--- config.mk ---
export PLATFORM = sky130hd
export DESIGN_NAME = count_snapshot_fifo
export DESIGN_NICKNAME = d
export VERILOG_FILES = /design/src/rtl/count_snapshot_fifo.sv
export SDC_FILE = /design/constraint.sdc
export NUM_CORES = 1
export LEC_CHECK = 0
export BUFFER_PORTS_ARGS = -buffer_cell sky130_fd_sc_hd__buf_2
export CORE_ASPECT_RATIO = 1.25
export CORE_MARGIN = 3
export CORE_UTILIZATION = 55
export CTS_BUF_LIST = sky130_fd_sc_hd__clkbuf_8
export DETAILED_ROUTE_END_ITERATION = 16
export PLACE_DENSITY = 0.77
export SLEW_MARGIN = 10
export SYNTH_ARGS = -nofsm -noshare
export SYNTH_HDL_FRONTEND = slang
export SYNTH_SLANG_ARGS = --single-unit
export TNS_END_PERCENT = 30
--- constraint.sdc ---
create_clock -name clk -period 2.9 [get_ports clk]
set_input_delay 0.145 -clock clk [delete_from_list [all_inputs] [get_ports clk]]
set_output_delay 0.145 -clock clk [all_outputs]
set_load 0.1 [all_outputs]
--- src/rtl/count_snapshot_fifo.sv ---
// count_snapshot_fifo
//   Records snapshots of a free-running event counter into a small
//   first-word-fall-through FIFO and drains them over valid/ready.
//   Each entry is {wrap, count}. The wrap bit is set when the counter rolled
//   over from all-ones to zero at any point since the previous accepted
//   capture.
//
//   Optional feature: define COUNT_SNAPSHOT_DROP_CNT_EN to get a saturating
//   counter of captures lost because the FIFO was full. When the macro is
//   undefined, drop_cnt is tied to zero.
//
// Ports
//   clk        system clock, rising-edge active
//   rst        asynchronous active-high reset
//   count_i    counter value, sampled every cycle
//   capture    snapshot count_i this cycle
//   out_valid  head entry valid (FIFO not empty)
//   out_ready  reader accepts the head entry this cycle
//   out_count  head entry counter value
//   out_wrap   head entry wrap flag
//   full       FIFO holds DEPTH entries
//   empty      FIFO holds no entries
//   level      number of stored entries, 0..DEPTH
//   drop_cnt   captures dropped while full (saturating at 8'hFF)

module count_snapshot_fifo #(
    parameter int unsigned WIDTH = 8,
    parameter int unsigned DEPTH = 4
) (
    input  logic                     clk,
    input  logic                     rst,
    input  logic [WIDTH-1:0]         count_i,
    input  logic                     capture,
    output logic                     out_valid,
    input  logic                     out_ready,
    output logic [WIDTH-1:0]         out_count,
    output logic                     out_wrap,
    output logic                     full,
    output logic                     empty,
    output logic [$clog2(DEPTH):0]   level,
    output logic [7:0]               drop_cnt
);

    localparam int unsigned AW = $clog2(DEPTH);
    localparam logic [AW:0] LVL_FULL = (AW+1)'(DEPTH);

    logic [WIDTH-1:0] prev_count;
    logic             wrap_pending;
    logic             wrap_now;
    logic             wrap_seen;
    logic             push_ok;
    logic             pop;

    logic [AW-1:0]    head_q;
    logic [AW-1:0]    tail_q;
    logic [AW:0]      level_q;

    logic [WIDTH-1:0] mem_count [DEPTH];
    logic             mem_wrap  [DEPTH];

    assign full      = (level_q == LVL_FULL);
    assign empty     = (level_q == '0);
    assign out_valid = !empty;
    assign level     = level_q;

    // Fall-through read straight from storage; no path from capture/count_i.
    assign out_count = mem_count[head_q];
    assign out_wrap  = mem_wrap[head_q];

    always_comb begin
        wrap_now  = (prev_count == '1) && (count_i == '0);
        wrap_seen = wrap_pending | wrap_now;
        pop       = out_valid && out_ready;
        // A full FIFO still accepts a capture when the head leaves this cycle.
        push_ok   = capture && (!full || pop);
    end

    always_ff @(posedge clk or posedge rst) begin
        if (rst) begin
            prev_count   <= '0;
            wrap_pending <= 1'b0;
            head_q       <= '0;
            tail_q       <= '0;
            level_q      <= '0;
            // Storage is cleared so out_count/out_wrap read zero after reset.
            for (int unsigned i = 0; i < DEPTH; i++) begin
                mem_count[i] <= '0;
                mem_wrap[i]  <= 1'b0;
            end
        end else begin
            prev_count <= count_i;

            if (push_ok) begin
                mem_count[tail_q] <= count_i;
                mem_wrap[tail_q]  <= wrap_seen;
                tail_q            <= tail_q + 1'b1;
                wrap_pending      <= 1'b0;
            end else begin
                // A dropped capture keeps the wrap for the next accepted one.
                wrap_pending <= wrap_seen;
            end

            if (pop) begin
                head_q <= head_q + 1'b1;
            end

            case ({push_ok, pop})
                2'b10:   level_q <= level_q + 1'b1;
                2'b01:   level_q <= level_q - 1'b1;
                default: level_q <= level_q;
            endcase
        end
    end

`ifdef COUNT_SNAPSHOT_DROP_CNT_EN
    logic [7:0] drop_q;

    always_ff @(posedge clk or posedge rst) begin
        if (rst) begin
            drop_q <= '0;
        end else if (capture && !push_ok && (drop_q != '1)) begin
            drop_q <= drop_q + 8'd1;
        end
    end

    assign drop_cnt = drop_q;
`else
    assign drop_cnt = '0;
`endif

endmodule
==> results of run 1 <==
-- cell usage after synthesis (2+ instances only) --
cell	number
inv_1	7
mux4_2	9
buf_2	2
xnor2_1	3
buf_4	8
ha_1	5
mux2_2	34
mux2_4	3
dfrtp_1	52
nand2_1	5
nor2_2	4
xor2_1	3
-- worst max path at each step --
stage	start	to	slack (ns)	cells after the start
2_1_floorplan	level[2]	level[2]	0.15	8
3_3_place_gp	level[0]	level[2]	0.70	8
3_5_place_dp	level[1]	level[2]	0.54	8
4_1_cts	level[0]	level[2]	0.52	8
5_1_grt	level[0]	level[2]	0.34	8
6_report	level[0]	level[2]	0.53	8
-- cells by family (layout without fill, tap and decap cells) --
family          after synthesis  count (layout)  share of synthesized area, %
flops                        52              52                          55.9
mux                          47              47                          27.5
simple gates                 19              19                          5.64
buf+inv                      17              48                          4.14
fa+ha+maj                     6               6                          3.55
xor+xnor                      6               6                          2.26
compound gates                2               2                         0.860
other cells                   1               8                         0.161
-- cells in the final DEF, fill, tap and decap left out, drive strengths merged --
cell type    synthesis  routed
nand2b               1       1
xor2                 3       3
inv                  7       8
clkbuf               0       5
nor2                 5       5
a41o                 1       1
and4                 1       1
buf                 10      26
clkinvlp             0       1
and3                 1       1
nor4b                2       2
xnor2                3       3
or3                  1       1
fa                   1       1
and4b                1       1
mux2i                1       1
mux2                37      37
conb                 1       8
mux4                 9       9
dlygate4sd3          0       7
nand2                5       5
and2                 1       1
ha                   5       5
o31a                 1       1
nor4                 1       1
dfrtp               52      52
clkinv               0       1
-- per-layer routing --
layer / vias to the layer above / global-route usage (%)
li1: 588 / -
met1: 670 / 23.4
met2: 23 / 32.2
met3: 7 / 3.54
met4: 0 / 9.09
met5: - / 0
-- flip-flops by register name, summed over array words and instances (netlist names) --
register,cells
head_q,2
level,3
mem_count,32
mem_wrap,4
prev_count,8
tail_q,2
wrap_pending,1
-- stage by stage --
stage / std cells / hold slack, ns / setup WS (ns) / instance area (sq um) / util [%]
6_report: 242 / 0.00837 / 0.530 / 2650 / 67.2
5_1_grt: 242 / 0.000269 / 0.336 / 2650 / 67.2
4_1_cts: 240 / 0.0000411 / 0.518 / 2630 / 66.7
3_5_place_dp: 227 / 0.316 / 0.543 / 2480 / 63.0
3_3_place_gp: 227 / 0.314 / 0.703 / 2480 / 63.0
2_1_floorplan: 157 / 0.176 / 0.146 / 2350 / -
-- final cells by class --
class / count / area (sq um) / area share [%]
clock buffer: 5 / 68.8 / 2.60
clock inverter: 3 / 27.5 / 1.04
inverter: 7 / 26.3 / 0.992
multi-input combinational: 88 / 957 / 36.1
sequential: 52 / 1300 / 49.1
tap: 54 / 67.6 / 2.55
timing repair buffer: 33 / 200 / 7.56
-- repair_timing --
item / 4_1_cts / 5_1_grt
buffers inserted: 0 / 0
hold buffers: 5 / 2
endpoints found under the hold margin: 5 / 2
==> results by stage, run 1 <==
Critical path:
- By instance count, the cell type seen most on the critical path is xor2_1.
- For the worst setup path, the data required time is about 3.1 ns.
- The setup slack of the worst register-to-register path is 0.53 ns.
- The delay of the slowest cell on the worst path is 0.47 ns.
- The worst setup path is of the flop to flop kind.
- The kind of end point of the critical path is a flop.
- Data on the critical path arrives at its endpoint at approximately 2.6 ns.
- The slowest cell on the critical path is dfrtp_1.
- For the worst flop-to-flop path, the logic depth is 8.
- Along the worst path, the maximum fanout reaches 6.
- The number of buffers and inverters on the critical path is 1.
- The worst register-to-register path ends at level[2].
- The kind of cell with the highest combined delay along the critical path is simple AND/OR/NAND/NOR gates.
- STA classifies the critical path startpoint as a flop.
- The worst register-to-register path begins at level[0].
- Walking the worst path, the cells encountered are nor4b_4 -> nand2b_1 -> ha_1 -> inv_1 -> fa_1 -> xor2_1 -> nor2_1 -> xor2_1.

Routing:
- The detailed-route via count is 1288.
- The highest layer touched by signal routing is met4.
- The first detailed-routing pass ran for 6 iterations.
- The met3 wire length is 156 um.
- The remaining design rule violation count is 0.
- After detailed routing, the number of vias per cell comes to 5.32.
- In the final routing, the length of wire on met1 measures 1.74 mm.
- In the final routed layout, each cell accounts on average for 17.6 um.
- The total routed wirelength is 4.26 mm.
- The detailed-routed wire length on met2 is roughly 2.3 mm.
- The detailed router's first-iteration violation count is 45.
- The number of routed nets with antenna violations is 0.

Global route:
- The number of global-route vias before repair came to approximately 1.4k.
- The first global-routing pass estimated approximately 7 mm of wire.
- The number of antenna violations at the first check in global routing is 0.
- The largest net degree at the start of global routing is 53.
- For this run, the total global-route usage over all layers was measured as 19.0%.
- The final global-route overflow total is 0.

Clock network:
- The CTS tree is yes.
- The maximum count of clock buffers along a single path is 2.
- The quantity of gates resized following cts is 0.
- The H-tree depth is 2.
- Clock-pin slew was measured on the worst setup and hold paths at around 0.10 ns.
- The cell sitting at the root of the clock tree is a clkbuf_8.
- Clock latency on the worst-skew pair, taken at its later pin, is around 0.32 ns.
- The TritonCTS sink count is 52.
- The number of CTS-inserted buffers is 5.

Synth:
- In this run the biggest area consumer among cell types represents between 50 and 60% of the synthesized area.
- The count of synthesis-stage warnings from yosys is 0.
- Among all flip-flop cells after synthesis, the most frequent one is dfrtp_1.
- Sorting the synthesized cells by area gives the leading types as dfrtp_1 56%, mux2_2 16%, mux4_2 8.7%.
- dfrtp_1 takes more of the synthesized area than any other cell.
- The number of enable-type register cells in the synthesized netlist is 0.
- The combined area of all synthesized cells is 0.00233 sq mm.
- The distinct cell type count after synthesis is 27.
- Synthesis handed over a netlist of 150 instances.
- Synthesis inferred 52 register bits.
- Of all flip-flops after synthesis, the portion carrying an async set or reset was between 90% and 100%.
- The average cell area after synthesis is 15.5 sq um.
- The portion of the post-synthesis area used by sequential elements is a little under three fifths.

Final layout:
- The number of antenna diodes is 0.
- The signed area change from the synthesized netlist to the final layout is 13.8%.
- The filler cells instantiated in the layout total 308.
- The share of cells above drive strength 1 is 46.8%.
- At the end of the flow, the number of nets in the layout was 205.

Run:
- The number of violations of the max-capacitance limit is 0.

Timing:
- The minimum clock period is between 2 and 2.5 ns.
- The worst-margin pin slew is 1.04 ns.
- Derived from the worst setup path, the maximum achievable clock frequency is 422 MHz.
- The number of slew-limit violations in the final report is 0.
- For the final routed database, the setup TNS stands at 0 ns.
- The count of endpoints failing hold in the final timing report is 0.
- The relative slew slack is 30.8%.
- Setup repair after global routing left no endpoint under its margin.
- The worst clock skew on the final layout is 0.0137 ns.
- The ratio of final minimum period to clock period is 81.7%.
- Setup violations remaining at the end of the flow were counted as 0.

Placement:
- Detailed placement finished with a half-perimeter wire length of between 2 and 3 mm.
- In this run the tool buffered the top-level ports with 26 buffer cells.
- At the end of routability-driven placement, the weighted congestion stood at 0.840.

Floorplan:
- The initial standard-cell utilization of the core is 59.1%.
- The height of the chip is slightly below 80 um.
- The core region is 0.00394 sq mm.
- The standard-cell row count is 25.
- The horizontal die dimension is 64.2 um.
- The area of the die is 0.00506 sq mm.
- For this design the top-level I/O count stands at 35.

Worst hold path:
- The endpoint with the worst hold slack is prev_count[2].
- Counting instances, the worst hold path has a depth of 1.
- The type of the worst min-delay path is primary input to flop.
- In this run the most critical hold path is launched from count_i[2].

Run status:
- The flow ran to the end, and the final reports show no timing, DRC or antenna violations.
Power of run 1 is not shown: default switching activity piles up to over one toggle a cycle in this logic, so the estimate is an artifact.
==> inputs of run 2 (changes only) <==
- CORE_UTILIZATION: 55 -> 53
- PLACE_DENSITY: 0.77 -> 0.78
- clock period: 2.9 -> 1.96 ns (I/O delays scaled with it)
==> run 2 against run 1 <==
Compared with the run above: final cell count up 7.9%; routed wire length increased by 6.4%; register-to-register slack got worse by 0.52 ns; worst setup slack lost 0.52 ns; flip-flop and latch count is the same; die area up 3.5%; via count rose by 7.0%; global-route usage grew 0.46 points; utilization is 1.0 points higher; non-clock buffer count grew 17; critical path type unchanged; critical endpoint unchanged.
==> results by stage, run 2 (synthesized netlist as in run 1, its figures left out) <==
Routing:
- The remaining design rule violation count was 0 (unchanged).
- The detailed router's first-iteration violation count is 57 (+27%).
- The number of iterations in the first detailed-routing pass is 4 (-2).
- The detailed-route via count is 1378 (+7.0%).
- The routed wire length per instance is 17.4 um (-1.3%).
- The number of routed nets with antenna violations was 0 (unchanged).
- The total routed wirelength is 4.54 mm (+6.4%).
- The via-per-instance ratio is 5.28 (-0.80%).

Clock network:
- The H-tree depth is 2 (unchanged).
- The tree is rooted in a clkbuf_8.
- The TritonCTS sink count was 52 (unchanged).
- The CTS tree is yes.
- The number of CTS-inserted buffers was 5 (unchanged).
- The maximum count of clock buffers along a single path was 2 (unchanged).
- The clock-pin slew of the registers on the worst-case setup and hold paths is 0.09 ns (about the same).
- The latest clock arrival within the worst-skew pair was 0.30 ns (-0.02 ns).

Critical path:
- The beginning of the critical path is level[0].
- The startpoint type of the worst setup path is a flop.
- The worst setup path is of the flop to flop kind.
- The setup slack of the worst register-to-register path was 0.01 ns (-0.52 ns).
- The worst path required time is 2.19 ns (-0.95 ns).
- The cell type with the highest occurrence count on the critical path is xor2_1.
- The beginning of the worst register-to-register path is level[0].
- The signal on the critical path passes through nor4b_4 -> nand2b_4 -> ha_4 -> inv_2 -> fa_2 -> xor2_1 -> nor2_1 -> xor2_1.
- The worst setup path is captured at a flop.
- The delay of the slowest cell on the worst path is 0.44 ns (-0.03 ns).
- The largest fanout on the critical path is 3 (-3).
- The slowest stage of the critical path belongs to the cell dfrtp_2.
- The critical path arrival came to 2.18 ns (-0.43 ns).

Timing:
- The worst clock skew on the final layout was 0.00742 ns (-0.00623 ns).
- The final-layout worst hold slack is 0.212 ns (+0.204 ns).
- The worst-margin pin slew is 0.639 ns (-0.397 ns).
- The number of slew-limit violations in the final report is 0 (unchanged).
- The achievable frequency is 513 MHz (+22%).
- The count of endpoints failing hold in the final timing report is 0 (unchanged).
- Setup repair after global routing could not meet its margin everywhere.
- The ratio of final minimum period to clock period is 99.4% (+18 points).
- The minimum clock period is 1.95 ns (-0.422 ns).
- The final-report setup violation count was 0 (unchanged).
- The relative slew slack is 57.4% (+27 points).

Run status:
- The run finished with clean final reports.

Floorplan:
- The horizontal die dimension is 65.3 um (+1.7%).
- The height of the chip is 80.1 um (+1.7%).
- The area of the core is 0.00416 sq mm (+5.7%).
- The initial standard-cell utilization of the core is 55.9% (-3.2 points).
- The area of the die is 0.00523 sq mm (+3.5%).
- The standard-cell row count is 26 (+4.0%).
- The count of pins on the block boundary is 35 (unchanged).

Placement:
- The instance count after placement with tap cells included is 240 (+5.7%).
- The number of buffers added on ports came to 26 (unchanged).
- The final HPWL from detailed placement is 3.20 mm (+9.9%).
- The routability congestion estimate is 0.777 (-7.5%).

Global route:
- The number of antenna violations at the first check in global routing is 0 (unchanged).
- The global-route wire length before repair came to 7.36 mm (+4.3%).
- The number of global-route vias before repair was 1440 (+0.35%).
- The final global-route overflow total was 0 (unchanged).
- The largest net degree at the start of global routing is 53 (unchanged).
- The overall track demand over capacity in global routing was 19.5% (+0.46 points).

Final layout:
- The share of cells above drive strength 1 was 53.7% (+6.9 points).
- The number of flip-flops in the largest register came to 32 (unchanged).
- The net count of the finished layout is 222 (+8.3%).
- The largest registers in the layout are mem_count x32, prev_count x8, mem_wrap x4.
- The number of antenna diodes is 0 (unchanged).
- In the layout the commonest cells are 49 x dfrtp_1, 34 x mux2_2, 24 x buf_2.
- The non-filler instance count after layout is 261 (+7.9%).
- Counting flops per register, the top entry is mem_count.
- Relative to the synthesized area, the layout overhead comes to 22.0%.
- Leaving out fill and tap cells, the most frequent cell in the layout is dfrtp_1.

Worst hold path:
- The type of the worst min-delay path is primary input to flop.
- The launch instance of the worst min-delay path is out_ready.

Run:
- The number of violations of the max-capacitance limit is 0 (unchanged).
-- run 2: cell count changes in the layout (fill, tap and decap cells not counted), sizes merged --
cell         previous run  this run
buf                    26        39
clkbuf                  5         7
dlygate4sd3             7         9
bufinv                  0         1
inv                     8         7
-- run 2: critical path: cells and delay by family, from the launching register on --
kind | cells | cell delay, ns
xor gates and xnor gates | 2 | 0.30
adders and majority gates | 2 | 0.46
buffers and inverters | 1 | 0.04
DFF | 1 | 0.44
and+or+nand+nor | 3 | 0.62
-- run 2: what timing repair did --
item                                   CTS  global route
hold buffers                             9             0
pin swaps                                1             3
endpoints found under the hold margin   60             0
setup endpoints to repair                1             8
resized for setup                        0             4
buffers inserted                         2             2
-- run 2: worst paths after layout --
check,endpoint,cells after the start
worst min-delay path,head_q[0],3
max in group asynchronous,level[0],4
min in group asynchronous,level[2],4
worst min register to register,mem_count[10],1
worst max register to register,level[2],8
worst max-delay path,level[2],8
-- run 2: layout make-up --
| type | count | area [sq um] |
|---|---|---|
| repair buffers | 50 | 342 |
| clock buffers | 5 | 68.8 |
| well taps | 56 | 70.1 |
| inverters | 7 | 30.0 |
| flip-flops and latches | 52 | 1310 |
| fillers | 304 | 1320 |
| clock inverters | 3 | 38.8 |
| multi-input cells | 88 | 987 |
-- run 2: routing by layer --
layer,global-route usage [%],vias to the layer above,share of wire [%]
met5,0,-,0
met4,6.85,0,1.6
met3,5.03,4,3.1
met2,34.1,25,56
met1,22.9,726,39
li1,-,623,-
-- run 2: through the flow --
step	setup WS, ns	TNS, ns	util [%]	cell area [sq um]
after global placement	0.111	0	62.4	2600
after global routing	-0.0603	-0.0603	68.2	2840
after floorplan	-0.364	-0.666	-	2380
final	0.0116	0	68.2	2840
after CTS	0.00681	0	67.5	2810
after detailed placement	0.00760	0	62.4	2600
Power of run 2 is left out for the same reason.
==> inputs of run 3 (changes only) <==
- BUFFER_PORTS_ARGS: -buffer_cell sky130_fd_sc_hd__buf_2 -> default
- CORE_UTILIZATION: 53 -> 55
- DONT_BUFFER_PORTS: default -> 1
- PLACE_DENSITY: 0.78 -> 0.73
==> run 3 against run 2 <==
Compared with the run above: clock skew up 0.0014 ns; first-iteration DRC count up 16%; routed wire length down 4.0%; non-clock buffer count down 21; count of clock-buffer cells in the layout up 1; hold slack worse by 0.12 ns; maximum frequency up 3.8%; critical path depth unchanged; worst setup slack better by 0.071 ns; die area down 3.3%.
==> results by stage, run 3 (synthesized netlist as in run 1, its figures left out) <==
Run status:
- The flow ran to the end, and the final reports show no timing, DRC or antenna violations.

Floorplan:
- The horizontal die dimension came to 64.2 um (-1.7%).
- The standard-cell row count came to 25 (-3.8%).
- The area of the die is 0.00506 sq mm (-3.3%).
- The initial standard-cell utilization of the core is 59.1% (+3.2 points).
- The count of pins on the block boundary is 35 (unchanged).
- The area of the core came to 0.00394 sq mm (-5.3%).
- The height of the chip is 78.7 um (-1.7%).

Timing:
- The final-layout worst hold slack is 0.0905 ns (-0.121 ns).
- The ratio of final minimum period to clock period came to 95.8% (-3.6 points).
- The worst-margin pin slew is 0.548 ns (-0.0909 ns).
- The final-report setup violation count came to 0 (unchanged).
- The relative slew slack came to 63.4% (+6.0 points).
- The count of endpoints failing hold in the final timing report was 0 (unchanged).
- The number of slew-limit violations in the final report is 0 (unchanged).
- The minimum clock period came to 1.88 ns (-0.0711 ns).
- The worst clock skew on the final layout is 0.00880 ns (+0.00138 ns).
- Setup repair after global routing could not meet its margin everywhere.
- The achievable frequency is 533 MHz (+3.8%).

Global route:
- The largest net degree at the start of global routing came to 28 (-47%).
- The number of antenna violations at the first check in global routing is 0 (unchanged).
- The global-route wire length before repair is 7.50 mm (+1.9%).
- The overall track demand over capacity in global routing was 19.7% (+0.25 points).
- The final global-route overflow total came to 0 (unchanged).
- The number of global-route vias before repair was 1460 (+1.4%).

Critical path:
- The largest fanout on the critical path was 2 (-1).
- The setup slack of the worst register-to-register path is 0.08 ns (+0.07 ns).
- The endpoint of the lowest-slack register-to-register path is level[2].
- Following the worst setup path forward leads to its endpoint at level[2].
- The path depth of the worst reg2reg path was 8 (unchanged).
- The worst setup path is captured at a flop.
- The critical path arrival is 2.09 ns (-0.09 ns).
- The worst path required time is 2.17 ns (-0.02 ns).
- The most critical setup path has its startpoint at level[0].
- The type of the setup path with the least slack is flop to flop.
- The beginning of the worst register-to-register path is level[0].
- STA classifies the critical path startpoint as a flop.

Routing:
- The total routed wirelength is 4.36 mm (-4.0%).
- The via-per-instance ratio is 5.35 (+1.3%).
- The detailed-route via count came to 1273 (-7.6%).
- The remaining design rule violation count is 0 (unchanged).
- The routed wire length per instance is 18.3 um (+5.3%).
- The number of iterations in the first detailed-routing pass is 4 (unchanged).
- The detailed router's first-iteration violation count is 66 (+16%).
- The number of routed nets with antenna violations is 0 (unchanged).

Placement:
- The routability congestion estimate is 0.816 (+5.0%).
- The number of buffers added on ports is 0 (-100%).
- The final HPWL from detailed placement is 3.03 mm (-5.4%).

Clock network:
- The H-tree depth came to 2 (unchanged).
- The number of CTS-inserted buffers is 5 (unchanged).
- TritonCTS built the clock tree.
- The latest clock arrival within the worst-skew pair is 0.30 ns (about the same).
- The clock-pin slew of the registers on the worst-case setup and hold paths was 0.08 ns (about the same).
- The maximum count of clock buffers along a single path is 2 (unchanged).
- The TritonCTS sink count is 52 (unchanged).
- The clock root buffer master is clkbuf_8.

Final layout:
- The register with the most flip-flops in the final layout is mem_count.
- The net count of the finished layout is 201 (-9.5%).
- The number of antenna diodes is 0 (unchanged).
- Leaving out fill and tap cells, the most frequent cell in the layout is dfrtp_1.
- The largest registers in the layout are mem_count x32, prev_count x8, mem_wrap x4.
- The number of flip-flops in the largest register is 32 (unchanged).
- In the layout the commonest cells are 48 x dfrtp_1, 34 x mux2_2, 19 x buf_4.
- The share of cells above drive strength 1 is 48.9% (-4.7 points).
- From synthesis to final layout, the design area changed by 17.2%.

Worst hold path:
- The type of the worst min-delay path is primary input to flop.

Run:
- The number of violations of the max-capacitance limit is 0 (unchanged).
## run 3: through the flow
stage / TNS (ns) / util (%) / area [sq um] / setup slack (ns) / instances
global route: -0.0877 / 69.3 / 2730 / -0.0877 / 238
global placement: 0 / 63.8 / 2510 / 0.0724 / 217
finish: 0 / 69.3 / 2730 / 0.0826 / 238
floorplan: -0.666 / - / 2380 / -0.364 / 157
CTS: 0 / 68.7 / 2710 / 0.00985 / 235
detailed placement: 0 / 63.8 / 2510 / 0.00377 / 217
## run 3: worst min path at each step
stage	depth (start not counted)	from	end	slack, ns
after global routing	2	out_ready	head_q[0]	0.09
after detailed placement	1	rst	tail_q[0]	0.06
final	2	out_ready	head_q[0]	0.09
after CTS	3	capture	tail_q[0]	0.06
after floorplan	0	count_i[0]	prev_count[0]	0.13
after global placement	1	rst	tail_q[1]	0.04
## run 3: what timing repair did
item                                   CTS  global route
setup endpoints to repair                1             5
pin swaps                                0             3
resized for setup                        0             1
setup buffers                            1             3
hold buffers                             9             0
endpoints found under the hold margin   65             0
## run 3: routing by layer
layer	vias to the layer above	part of all wire (%)	GRT usage, %
met5	-	0	0
met2	27	57	36.3
met1	666	38	22.8
met4	0	0.89	5.07
met3	4	4.3	4.67
li1	576	-	-
## run 3: final cells by class
type | instances | area, sq um
multi-input combinational | 88 | 980
fill | 275 | 1210
sequential | 52 | 1310
inverter | 7 | 30.0
timing repair buffer | 29 | 253
clock buffer | 6 | 82.6
clock inverter | 2 | 11.3
tap | 54 | 67.6
## run 3: worst max-delay path, stage by stage, from the launching register on
cell      delay, ns
dfrtp_2        0.43
nor4b_4        0.28
nand2b_4       0.19
ha_4           0.14
inv_2          0.03
fa_2           0.33
xor2_1         0.14
nor2_1         0.11
xor2_1         0.16
Power of run 3 is left out for the same reason.
